File: src/rtl/alu_sequencer.sv
// alu_sequencer: owns the shared combinational ALU for the microsequencer.
// One request in flight; operands are registered onto the ALU inputs, the
// ALU's per-op extra delay (plus DELAY_BIAS) is honoured, and result/flags are
// returned through a registered response channel.
//
// Handshakes (both channels): a transfer happens on a rising clk edge where
// valid && ready are both 1. The producer holds valid and payload stable until
// the transfer. req_* are ignored while req_ready=0. rsp_* stay stable while
// rsp_valid=1 and rsp_ready=0.
module alu_sequencer #(
  parameter int unsigned DELAY_BIAS          = 0,     // 0..15 extra wait cycles on every op
  parameter bit          FLAGS_FROM_ALU_ONLY = 1'b1,
  parameter int unsigned OP_W                = 5,     // width of the ALU operation code
  parameter int unsigned FLAGS_W             = 8      // {2'b0, V, S, Z, AC, P, CY}
) (
  input  logic               clk,
  input  logic               reset,
  input  logic               req_valid,
  output logic               req_ready,
  input  logic [OP_W-1:0]    req_op,
  input  logic [15:0]        req_ta,
  input  logic [15:0]        req_tb,
  input  logic               req_wide,
  input  logic               req_flag_we,
  input  logic [FLAGS_W-1:0] flags_cur,
  output logic [OP_W-1:0]    alu_operation,
  output logic [15:0]        alu_ta,
  output logic [15:0]        alu_tb,
  output logic               alu_wide,
  output logic [FLAGS_W-1:0] alu_flags_in,
  input  logic [15:0]        alu_result,
  input  logic [9:0]         alu_delay,
  input  logic [FLAGS_W-1:0] alu_flags,
  output logic               rsp_valid,
  input  logic               rsp_ready,
  output logic [15:0]        rsp_result,
  output logic [FLAGS_W-1:0] rsp_flags,
  output logic               rsp_flag_we,
  output logic               busy,
  input  logic               flush,
  output logic [1:0]         dbg_state       // FSM state, for observation only
);

  localparam logic [OP_W-1:0] ALU_OP_ADD = '0;

  localparam logic [1:0] S_IDLE = 2'd0;
  localparam logic [1:0] S_EXEC = 2'd1;
  localparam logic [1:0] S_WAIT = 2'd2;
  localparam logic [1:0] S_DONE = 2'd3;

  logic [1:0]         state_q,      state_d;
  logic [OP_W-1:0]    op_q,         op_d;
  logic [15:0]        ta_q,         ta_d;
  logic [15:0]        tb_q,         tb_d;
  logic               wide_q,       wide_d;
  logic               flag_we_q,    flag_we_d;      // pending flag_we of the op in flight
  logic [FLAGS_W-1:0] flags_hold_q, flags_hold_d;   // flags_cur as seen in EXEC
  logic [10:0]        cnt_q,        cnt_d;          // 11 bits: 1023+15 never wraps
  logic [15:0]        rsp_result_q, rsp_result_d;
  logic [FLAGS_W-1:0] rsp_flags_q,  rsp_flags_d;
  logic               rsp_fwe_q,    rsp_fwe_d;

  logic               accept;
  logic [10:0]        n_wait;
  logic [FLAGS_W-1:0] exec_flags;

  // Ready when idle, or when the finished response is consumed this cycle
  // (back-to-back issue); a flush cycle never accepts.
  always_comb begin
    req_ready = !flush && ((state_q == S_IDLE) || ((state_q == S_DONE) && rsp_ready));
    accept    = req_valid && req_ready;
    n_wait    = {1'b0, alu_delay} + 11'(DELAY_BIAS);
    // ALU sees live core flags in EXEC so a dependent op picks up the flags
    // the core wrote on the previous response handshake; held afterwards.
    alu_flags_in = (state_q == S_EXEC) ? flags_cur : flags_hold_q;
    exec_flags   = (!FLAGS_FROM_ALU_ONLY && !flag_we_q) ? flags_cur : alu_flags;
  end

  // Next-state and datapath-load logic.
  always_comb begin
    state_d      = state_q;
    op_d         = op_q;
    ta_d         = ta_q;
    tb_d         = tb_q;
    wide_d       = wide_q;
    flag_we_d    = flag_we_q;
    flags_hold_d = flags_hold_q;
    cnt_d        = cnt_q;
    rsp_result_d = rsp_result_q;
    rsp_flags_d  = rsp_flags_q;
    rsp_fwe_d    = rsp_fwe_q;

    if (accept) begin
      op_d      = req_op;
      ta_d      = req_ta;
      tb_d      = req_tb;
      wide_d    = req_wide;
      flag_we_d = req_flag_we;
    end

    case (state_q)
      S_IDLE: begin
        if (accept) state_d = S_EXEC;
      end
      S_EXEC: begin
        flags_hold_d = flags_cur;
        rsp_result_d = alu_result;
        rsp_flags_d  = exec_flags;
        rsp_fwe_d    = flag_we_q;
        if (n_wait == 11'd0) begin
          state_d = S_DONE;
        end else begin
          cnt_d   = n_wait;
          state_d = S_WAIT;
        end
      end
      S_WAIT: begin
        cnt_d = cnt_q - 11'd1;
        if (cnt_q == 11'd1) state_d = S_DONE;
      end
      S_DONE: begin
        if (rsp_ready) state_d = accept ? S_EXEC : S_IDLE;
      end
      default: state_d = S_IDLE;
    endcase

    // Flush aborts the op; response data is deliberately left in place.
    if (flush) state_d = S_IDLE;
  end

  // State and datapath registers with synchronous reset.
  always_ff @(posedge clk) begin
    if (reset) begin
      state_q      <= S_IDLE;
      op_q         <= ALU_OP_ADD;
      ta_q         <= '0;
      tb_q         <= '0;
      wide_q       <= 1'b0;
      flag_we_q    <= 1'b0;
      flags_hold_q <= '0;
      cnt_q        <= '0;
      rsp_result_q <= '0;
      rsp_flags_q  <= '0;
      rsp_fwe_q    <= 1'b0;
    end else begin
      state_q      <= state_d;
      op_q         <= op_d;
      ta_q         <= ta_d;
      tb_q         <= tb_d;
      wide_q       <= wide_d;
      flag_we_q    <= flag_we_d;
      flags_hold_q <= flags_hold_d;
      cnt_q        <= cnt_d;
      rsp_result_q <= rsp_result_d;
      rsp_flags_q  <= rsp_flags_d;
      rsp_fwe_q    <= rsp_fwe_d;
    end
  end

  // Output mapping.
  always_comb begin
    alu_operation = op_q;
    alu_ta        = ta_q;
    alu_tb        = tb_q;
    alu_wide      = wide_q;
    rsp_valid     = (state_q == S_DONE);
    rsp_result    = rsp_result_q;
    rsp_flags     = rsp_flags_q;
    rsp_flag_we   = rsp_fwe_q;
    busy          = (state_q != S_IDLE);
    dbg_state     = state_q;
  end

endmodule

File: config.mk
export PLATFORM = sky130hd
export DESIGN_NAME = alu_sequencer
export DESIGN_NICKNAME = d
export VERILOG_FILES = /design/src/rtl/alu_sequencer.sv
export SDC_FILE = /design/constraint.sdc
export NUM_CORES = 1
export LEC_CHECK = 0
export ABC_AREA = 1
export CORE_MARGIN = 4
export CORE_UTILIZATION = 45
export CTS_CLUSTER_DIAMETER = 30
export DETAILED_ROUTE_END_ITERATION = 7
export GPL_TIMING_DRIVEN = 0
export PLACE_DENSITY = 0.93
export RECOVER_POWER = 100
export SETUP_SLACK_MARGIN = 0.4
export SYNTH_ARGS = -nofsm -noshare
export SYNTH_HDL_FRONTEND = slang
export SYNTH_SLANG_ARGS = --single-unit
export TNS_END_PERCENT = 5
File: constraint.sdc
create_clock -name clk -period 2.3 [get_ports clk]
set_input_delay 0.23 -clock clk [delete_from_list [all_inputs] [get_ports clk]]
set_output_delay 0.23 -clock clk [all_outputs]
set_load 0.01 [all_outputs]
Word-level counts from Yosys, hierarchy flattened
Index checks and enable logic that the tools add are counted.
{ "totals": {"regBits": 85, "in_bits": 86, "output_inout_bits": 76, "wordCells": 41} }
{ "classes": {"addsub": 1, "n_eq_ne": 8, "muxes": 9, "reduce_logical": 12} }
{ "op_table": {"columns": ["op", "count"], "rows": [
  ["11-bit case mux with 2 select lines", 1],
  ["11-bit by 1-bit equality test with 1-bit output (second input constant)", 1],
  ["11-bit logical NOT", 1],
  ["11-bit 2-to-1 mux", 1],
  ["11-bit by 1-bit subtractor with 11-bit output (second input constant)", 1],
  ["8-bit 2-to-1 mux", 1],
  ["2-bit case mux with 4 select lines", 1],
  ["2-bit 2-to-1 mux", 3],
  ["2-bit != test (second input constant)", 3],
  ["2-bit equality test (second input constant)", 2],
  ["2-bit nonzero test", 2],
  ["1-bit logical AND", 3],
  ["3-bit AND reduction", 1],
  ["2-bit by 1-bit equality test with 1-bit output (second input constant)", 1],
  ["2-bit logical NOT", 1],
  ["1-bit 2-to-1 mux", 2],
  ["2-bit by 1-bit != test with 1-bit output (second input constant)", 1],
  ["2-bit AND reduction", 1],
  ["2-bit OR reduction", 1],
  ["1-bit logical NOT", 1],
  ["1-bit logical OR", 1]
]} }

Logic depth before layout (Yosys ltp)
Gate-level depths: netlist of the first run.
{ "depth": {"ltp_word": 8, "depth_mapped": 13, "depth_no_buf": 11} }

Worst setup path before layout of the first run
OpenSTA, ideal clock, no wires.
{ "synth_timing": {"kind": "reg2out", "startpoint": "register state_q[1], in the netlist dbg_state[1]", "endpoint": "output port alu_flags_in[2]", "arrival_ns": 1.391, "required_time_ns": 2.070, "slack_ns": 0.679, "stages_incl_launch_ff": 8, "path_buffers": 2, "path_cell_list": "dfxtp_1 > inv_1 > ha_1 > buf_4 > inv_4 > clkbuf_1 > nand2_1 > nand2_1"} }
{ "synth_via": {"elab_chain_cells": 2} }
{ "synth_lines": {"columns": ["item", "line", "rtl"], "rows": [
  ["from (decl)", "51", "logic [1:0] state_q, state_d;"],
  ["from (signal assigned)", "146", "state_q <= state_d;"],
  ["2-bit by 1-bit equality test with 1-bit output", "75", "alu_flags_in = (state_q == S_EXEC) ? flags_cur : flags_hold_q;"],
  ["8-bit 2-to-1 mux", null, null],
  ["to (decl)", "30", "output logic [FLAGS_W-1:0] alu_flags_in,"]
]} }
No other way between the ends.

Worst setup path after layout of the first run
{ "layout_timing": {"startpoint": "register state_q[0], in the netlist dbg_state[0]", "endpoint": "output port busy"} }
{ "layout_via": {"elab_chain_cells": 1} }
{ "layout_lines": {"columns": ["item", "line", "rtl"], "rows": [
  ["2-bit nonzero test", "170", "busy = (state_q != S_IDLE);"],
  ["to (decl)", "39", "output logic busy,"]
]} }
No other way between the ends.

==> impl_metrics.py, run 1 <==
metrics = {
    "outcome": {
        "outcome": "complete, no violations",
    },
    "drt": {
        "avgRoutedWirePerCell_um": 14.1,
        "vias": 4002,
        "drtIter0Drc": 174,
        "ant_nets": 0,
        "wl_mm": 11.1,
        "vias_per_cell": 5.09,
        "detailedRoute.firstPassIterationCount": 4,
        "drcViolationCount": 0,
    },
    "sta": {
        "fin_crit_ns": 2.02,
        "slew_viol_final": 0,
        "worst_pin_slew_ns": 0.619,
        "finalClockSkew_ns": 0.00603,
        "fin_crit_sh": 0.876,
        "holdWs_ns": 0.364,
        "rsz0062_at_grt": "yes",
        "hold_viol": 0,
        "fmaxAchievable_mhz": 496,
        "relSlewSlack": 0.587,
        "setup_viol": 0,
    },
    "synthesis": {
        "synth.cell_area_sq_um": 3650,
        "synthTopCellsByArea": "dfxtp_1 47%, nand2_1 11%, nor2_1 8.7%",
        "ys_seq_elements": 85,
        "synth.largest_area_cell": "dfxtp_1",
        "syn_nets": 601,
        "yosys.area.top_type_share": 0.466,
        "netlist_instances": 508,
        "ys_warn_count": 0,
        "seq_area_frac_synth": 0.466,
        "synth-edff-count": 0,
        "synth_async_sr_flop_share": 0,
        "synth.distinct_cells": 25,
        "ys.flop_type": "dfxtp_1",
        "synth_area_per_cell_sq_um": 7.19,
    },
    "pwr": {
        "ir_worst_vdd_mv": 0.435,
        "power_density_nw_per_um2": 631,
        "leakage_uw": 0.00241,
    },
    "min_path": {
        "hold_end": "flags_hold_q[3]",
        "whs_path_depth": 2,
        "min_from": "reset",
        "hold_class": "primary input to register",
    },
    "global_route": {
        "antenna_found_initial": 0,
        "grt_pass1_wl_mm": 18.6,
        "grt_max_degree": 15,
        "track_usage": 0.232,
        "grt_pass1_vias": 4014,
        "grt-ovfl-total": 0,
    },
    "worst_setup_path": {
        "worstPathMaxFanout": 4,
        "worstPathCellList": "inv_1 > ha_1 > inv_1 > dlygate4sd3_1",
        "cp_slowest_cell": "dlygate4sd3_1",
        "crit_arrival_ns": 1.79,
        "start_kind": "register",
        "ff2ff_path_depth": 12,
        "end_kind": "output port",
        "path_class": "register to output port",
        "worstReg2RegEnd": "cnt_q[0]",
        "max_stage_delay_ns": 0.63,
        "crit_path_frequent_cell": "inv_1",
        "worst_r2r_startpoint": "dbg_state[1]",
        "required_ns": 2.07,
        "reg2reg_setup_slack_ns": 0.36,
    },
    "flow_run": {
        "max-cap-violations": 0,
    },
    "cells_and_area": {
        "layout_common_cells": "107 x nand2_1, 88 x nor2_1, 85 x dfxtp_1, 83 x clkdlybuf4s50_1, 67 x dlygate4sd3_1",
        "drive_gt1_frac": 0.0613,
        "num-nets-final": 773,
        "seqCellArea_sq_um": 1700,
        "n_antenna_cell": 0,
        "layout_commonest_cell": "nand2_1",
        "layoutNonFillerInstCount": 787,
        "postLayoutCoreUtil": 0.709,
        "multi_input_area_sq_um": 1660,
        "syn2layout_area_growth_pct": 51.6,
        "fill_cells": 649,
    },
    "clock_tree": {
        "clock_latency_ns": 0.35,
        "clk_pin_slew_ns": 0.08,
        "clock_path_buffers": 2,
        "cts_tree": "yes",
        "clockRootBuffer": "clkbuf_8",
        "cts_buffers": 9,
        "cts_hold_buf": 0,
        "htreeDepth": 3,
        "cts_sinks": 85,
    },
    "placement": {
        "dp.cells": 769,
        "gp_congestion": 0.883,
        "dp_hpwl_mm": 8.65,
        "numPortBuffers": 159,
    },
    "die": {
        "core.rowCount": 32,
        "dieArea_sq_um": 9620,
        "start_util": 0.468,
        "dieWidth_um": 98.1,
        "core_area_sq_um": 7810,
        "io_pins": 162,
        "die_h_um": 98.1,
    },
}
[how the worst max path moves through the flow]
stage	cells past startpoint	slack [ns]	startpoint	endpoint
final	4	0.28	dbg_state[0]	busy
after global routing	9	0.21	dbg_state[0]	alu_wide
after CTS	8	0.19	dbg_state[1]	alu_flags_in[2]
after detailed placement	8	-0.01	dbg_state[1]	alu_flags_in[2]
after global placement	8	0.04	dbg_state[1]	alu_flags_in[2]
after floorplan	7	0.68	dbg_state[1]	alu_flags_in[2]
[sequential cells by signal, indices dropped and copies added (netlist names)]
signal and cells:
alu_tb 16, cnt_q 11, rsp_flags 8, rsp_result 16, alu_wide 1, alu_operation 5
flag_we_q 1, alu_ta 16, rsp_flag_we 1, dbg_state 2, flags_hold_q 8
[where the power goes]
| group | switching, uW | internal [uW] |
|---|---|---|
| registers | 55.8 | 1570 |
| clock network | 536 | 507 |
| logic | 432 | 392 |
| total | 1020 | 2470 |
[stage by stage]
stage	power [uW]	area [sq um]	worst slack (ns)	setup TNS, ns
3_3_place_gp	2480	5370	0.0441	0
2_1_floorplan	2080	3650	0.679	0
5_1_grt	3660	5540	0.206	0
4_1_cts	3540	5600	0.186	0
3_5_place_dp	2520	5370	-0.0116	-0.0125
6_report	3490	5540	0.284	0
[cell usage after synthesis, types with 2 or more instances]
cell type	instances
nand2_1	106
dfxtp_1	85
nor2_1	85
nand3_1	52
a21oi_1	51
o21ai_0	34
inv_1	23
clkbuf_1	20
a21oi_2	8
buf_2	7
ha_1	7
o21ai_1	6
nand2_2	5
buf_6	3
inv_2	3
nor2_2	3
buf_1	2
[worst max-delay path: cells and delay by family (launching register included)]
kind / cells / cell delay (ns)
flip-flops: 1 / 0.40
buffers and inverters: 3 / 0.84
adder cells (fa/ha/maj): 1 / 0.21
[per-layer routing]
| layer | vias up | GRT usage | wire length [um] |
|---|---|---|---|
| met1 | 1861 | 0.264 | 4400 |
| met2 | 136 | 0.426 | 5800 |
| li1 | 1985 | - | - |
| met5 | - | 0 | 0 |
| met4 | 0 | 0.0745 | 191 |
| met3 | 20 | 0.0550 | 714 |
[layout make-up]
cell class,count,share of cell area
Clock inverter,5,0.0108
Inverter,27,0.0197
Multi-Input combinational cell,363,0.301
Sequential cell,85,0.307
Clock buffer,11,0.0237
Timing Repair Buffer,161,0.280
Tap cell,102,0.0231
Buffer,33,0.0344
[what timing repair did]
action | 4_1_cts | 5_1_grt
buffers inserted | 1 | 1
setup endpoints to repair | 10 | 27
pin swaps | 1 | 0
gates resized for setup | 21 | 25
[logic make-up after synthesis]
family	Yosys count	synth area share
AOI/OAI and AO/OA	102	0.150
adders and majority gates	7	0.0240
buffers and inverters	60	0.0719
DFF	85	0.466
and+or+nand+nor	254	0.288
No activity file was read; power rests on OpenSTA's default activity.
==> inputs of run 2 (changes only) <==
--- a/config.mk
+++ b/config.mk
@@ -11,2 +11,3 @@
 export CTS_CLUSTER_DIAMETER = 30
+export CTS_CLUSTER_SIZE = 30
 export DETAILED_ROUTE_END_ITERATION = 7
==> constraint.sdc (replaced) <==
create_clock -name clk -period 2.3 [get_ports clk]
set_input_delay 0.575 -clock clk [delete_from_list [all_inputs] [get_ports clk]]
set_output_delay 0.575 -clock clk [all_outputs]
set_load 0.01 [all_outputs]
==> impl_metrics.py, run 2 (synthesized netlist as in run 1, its figures left out) <==
metrics = {
    "worst_setup_path": {
        "worstPathCellList": "inv_4 > ha_4 > buf_8 > inv_8 > clkbuf_16 > nand2_4 > nand2_2 > buf_2",
        "end_kind": "output port",
        "crit_arrival_ns": 1.57,
        "max_stage_delay_ns": 0.42,
        "required_ns": 1.73,
        "start_kind": "register",
        "cp_slowest_cell": "dfxtp_1",
        "ff2ff_path_depth": 14,
        "path_buf_inv": 5,
        "path_class": "register to output port",
        "cp.depth": 8,
        "crit_family": "buffers and inverters",
        "worstPathMaxFanout": 7,
    },
    "sta": {
        "holdWs_ns": 0.461,
        "slew_viol_final": 0,
        "setup_viol": 0,
        "worst_pin_slew_ns": 0.626,
        "relSlewSlack": 0.583,
        "hold_viol": 0,
        "rsz0062_at_grt": "yes",
        "fin_crit_ns": 2.15,
        "fin_crit_sh": 0.935,
        "finalClockSkew_ns": 0.00827,
        "fmaxAchievable_mhz": 465,
        "setup_ws_ns": 0.150,
    },
    "pwr": {
        "leakage_uw": 0.00255,
        "power_density_nw_per_um2": 635,
        "ir_worst_vdd_mv": 0.411,
        "combPwrFrac": 0.245,
        "switching_share": 0.294,
        "pwr-share-clk": 0.314,
        "pwr-share-seq": 0.440,
        "power_switching_uw": 1090,
        "p_int_uw": 2620,
    },
    "cells_and_area": {
        "n_antenna_cell": 0,
        "fill_cells": 562,
        "drive_gt1_frac": 0.128,
        "multi_input_area_sq_um": 1810,
        "seqCellArea_sq_um": 1710,
        "num-nets-final": 783,
        "layout_common_cells": "88 x nor2_1, 86 x nand2_1, 84 x dfxtp_1, 81 x clkdlybuf4s50_1, 65 x dlygate4sd3_1",
        "syn2layout_area_growth_pct": 59.8,
        "layout_commonest_cell": "nor2_1",
    },
    "placement": {
        "dp_slack_ns": -0.474,
        "dp_hpwl_mm": 8.83,
        "numPortBuffers": 159,
        "gp_congestion": 0.912,
    },
    "die": {
        "core_area_sq_um": 7810,
        "dieWidth_um": 98.1,
        "core.rowCount": 32,
        "start_util": 0.468,
        "die_h_um": 98.1,
        "dieArea_sq_um": 9620,
        "io_pins": 162,
    },
    "min_path": {
        "hold_class": "register to register",
        "whs_path_depth": 2,
    },
    "global_route": {
        "grt_pass1_wl_mm": 19.8,
        "grt_max_degree": 15,
        "antenna_found_initial": 0,
        "grt-ovfl-total": 0,
        "track_usage": 0.249,
        "grt_pass1_vias": 4210,
    },
    "drt": {
        "drtIter0Drc": 202,
        "detailedRoute.firstPassIterationCount": 5,
        "drcViolationCount": 0,
        "wl_mm": 12.4,
        "vias": 4164,
        "avgRoutedWirePerCell_um": 15.5,
        "vias_per_cell": 5.22,
        "ant_nets": 0,
    },
    "clock_tree": {
        "cts_tree": "yes",
        "htreeDepth": 3,
        "cts_sinks": 85,
        "clk_pin_slew_ns": 0.09,
        "clockRootBuffer": "clkbuf_8",
        "cts_buffers": 9,
        "clock_latency_ns": 0.35,
        "clock_path_buffers": 2,
    },
    "outcome": {
        "outcome": "complete, no violations",
    },
    "flow_run": {
        "max-cap-violations": 0,
    },
}
[run 2: changes by cell type in the layout (fill, tap and decap cells not counted), sizes merged]
| cell | delta |
|---|---|
| dlygate4sd2 | +3 |
| clkinv | -1 |
| buf | +11 |
| dlygate4sd3 | -2 |
| clkinvlp | -1 |
| bufinv | +1 |
| inv | +1 |
| clkdlybuf4s50 | -2 |
[run 2: final cells by class]
| class | count | area share |
|---|---|---|
| flip-flops and latches | 85 | 0.292 |
| clock inverters | 5 | 0.0141 |
| inverters | 27 | 0.0195 |
| repair buffers | 171 | 0.282 |
| multi-input cells | 363 | 0.311 |
| clock buffers | 11 | 0.0225 |
| well taps | 102 | 0.0219 |
| plain buffers | 33 | 0.0366 |
[run 2: worst register-to-register path, stage by stage (launching register included)]
cell	delay, ns
dfxtp_1	0.42
inv_4	0.07
ha_4	0.16
buf_8	0.13
inv_8	0.06
clkbuf_4	0.11
clkbuf_1	0.20
nor2_1	0.11
nand3_1	0.10
nor2_2	0.04
nor2_1	0.15
buf_6	0.17
nand2_1	0.06
o21ai_0	0.10
nor2_1	0.06
[run 2: path summary, 6_finish.rpt]
path	start	to	slack (ns)
setup reg to reg	dbg_state[1]	cnt_q[4]	0.23
hold reg to reg	alu_operation[0]	alu_operation[0]	0.46
setup / recovery	dbg_state[1]	alu_flags_in[5]	0.15
hold / removal	alu_operation[0]	alu_operation[0]	0.46
[run 2: power groups by stage]
stage | registers, uW | clock network (uW) | logic, uW
2_1_floorplan | 1690 | 0 | 399
3_3_place_gp | 1650 | 0 | 828
3_5_place_dp | 1660 | 0 | 859
4_1_cts | 1630 | 1170 | 913
5_1_grt | 1640 | 1220 | 992
6_report | 1630 | 1160 | 910
[run 2: per-layer routing]
metal	global-route usage	routed length, um	share of wire
met1	0.266	4490	0.36
met3	0.0743	1020	0.083
met5	0	0	0
met2	0.462	6470	0.52
met4	0.0884	408	0.033
[run 2: repair_timing]
item	CTS	global route
setup endpoints to repair	13	15
gates resized for setup	91	11
pin swaps	4	2
setup buffers	10	1
gates cloned	0	1
hold buffers	0	0
[run 2: per-stage QoR]
stage / TNS (ns) / util / total power, uW / cell area (sq um) / instances
after floorplan: 0 / - / 2090 / 3650 / 508
after global placement: -1.56 / 0.688 / 2480 / 5370 / 769
after detailed placement: -2.02 / 0.688 / 2520 / 5370 / 769
after CTS: 0 / 0.744 / 3720 / 5810 / 795
after global routing: 0 / 0.748 / 3860 / 5840 / 797
final: 0 / 0.748 / 3710 / 5840 / 797
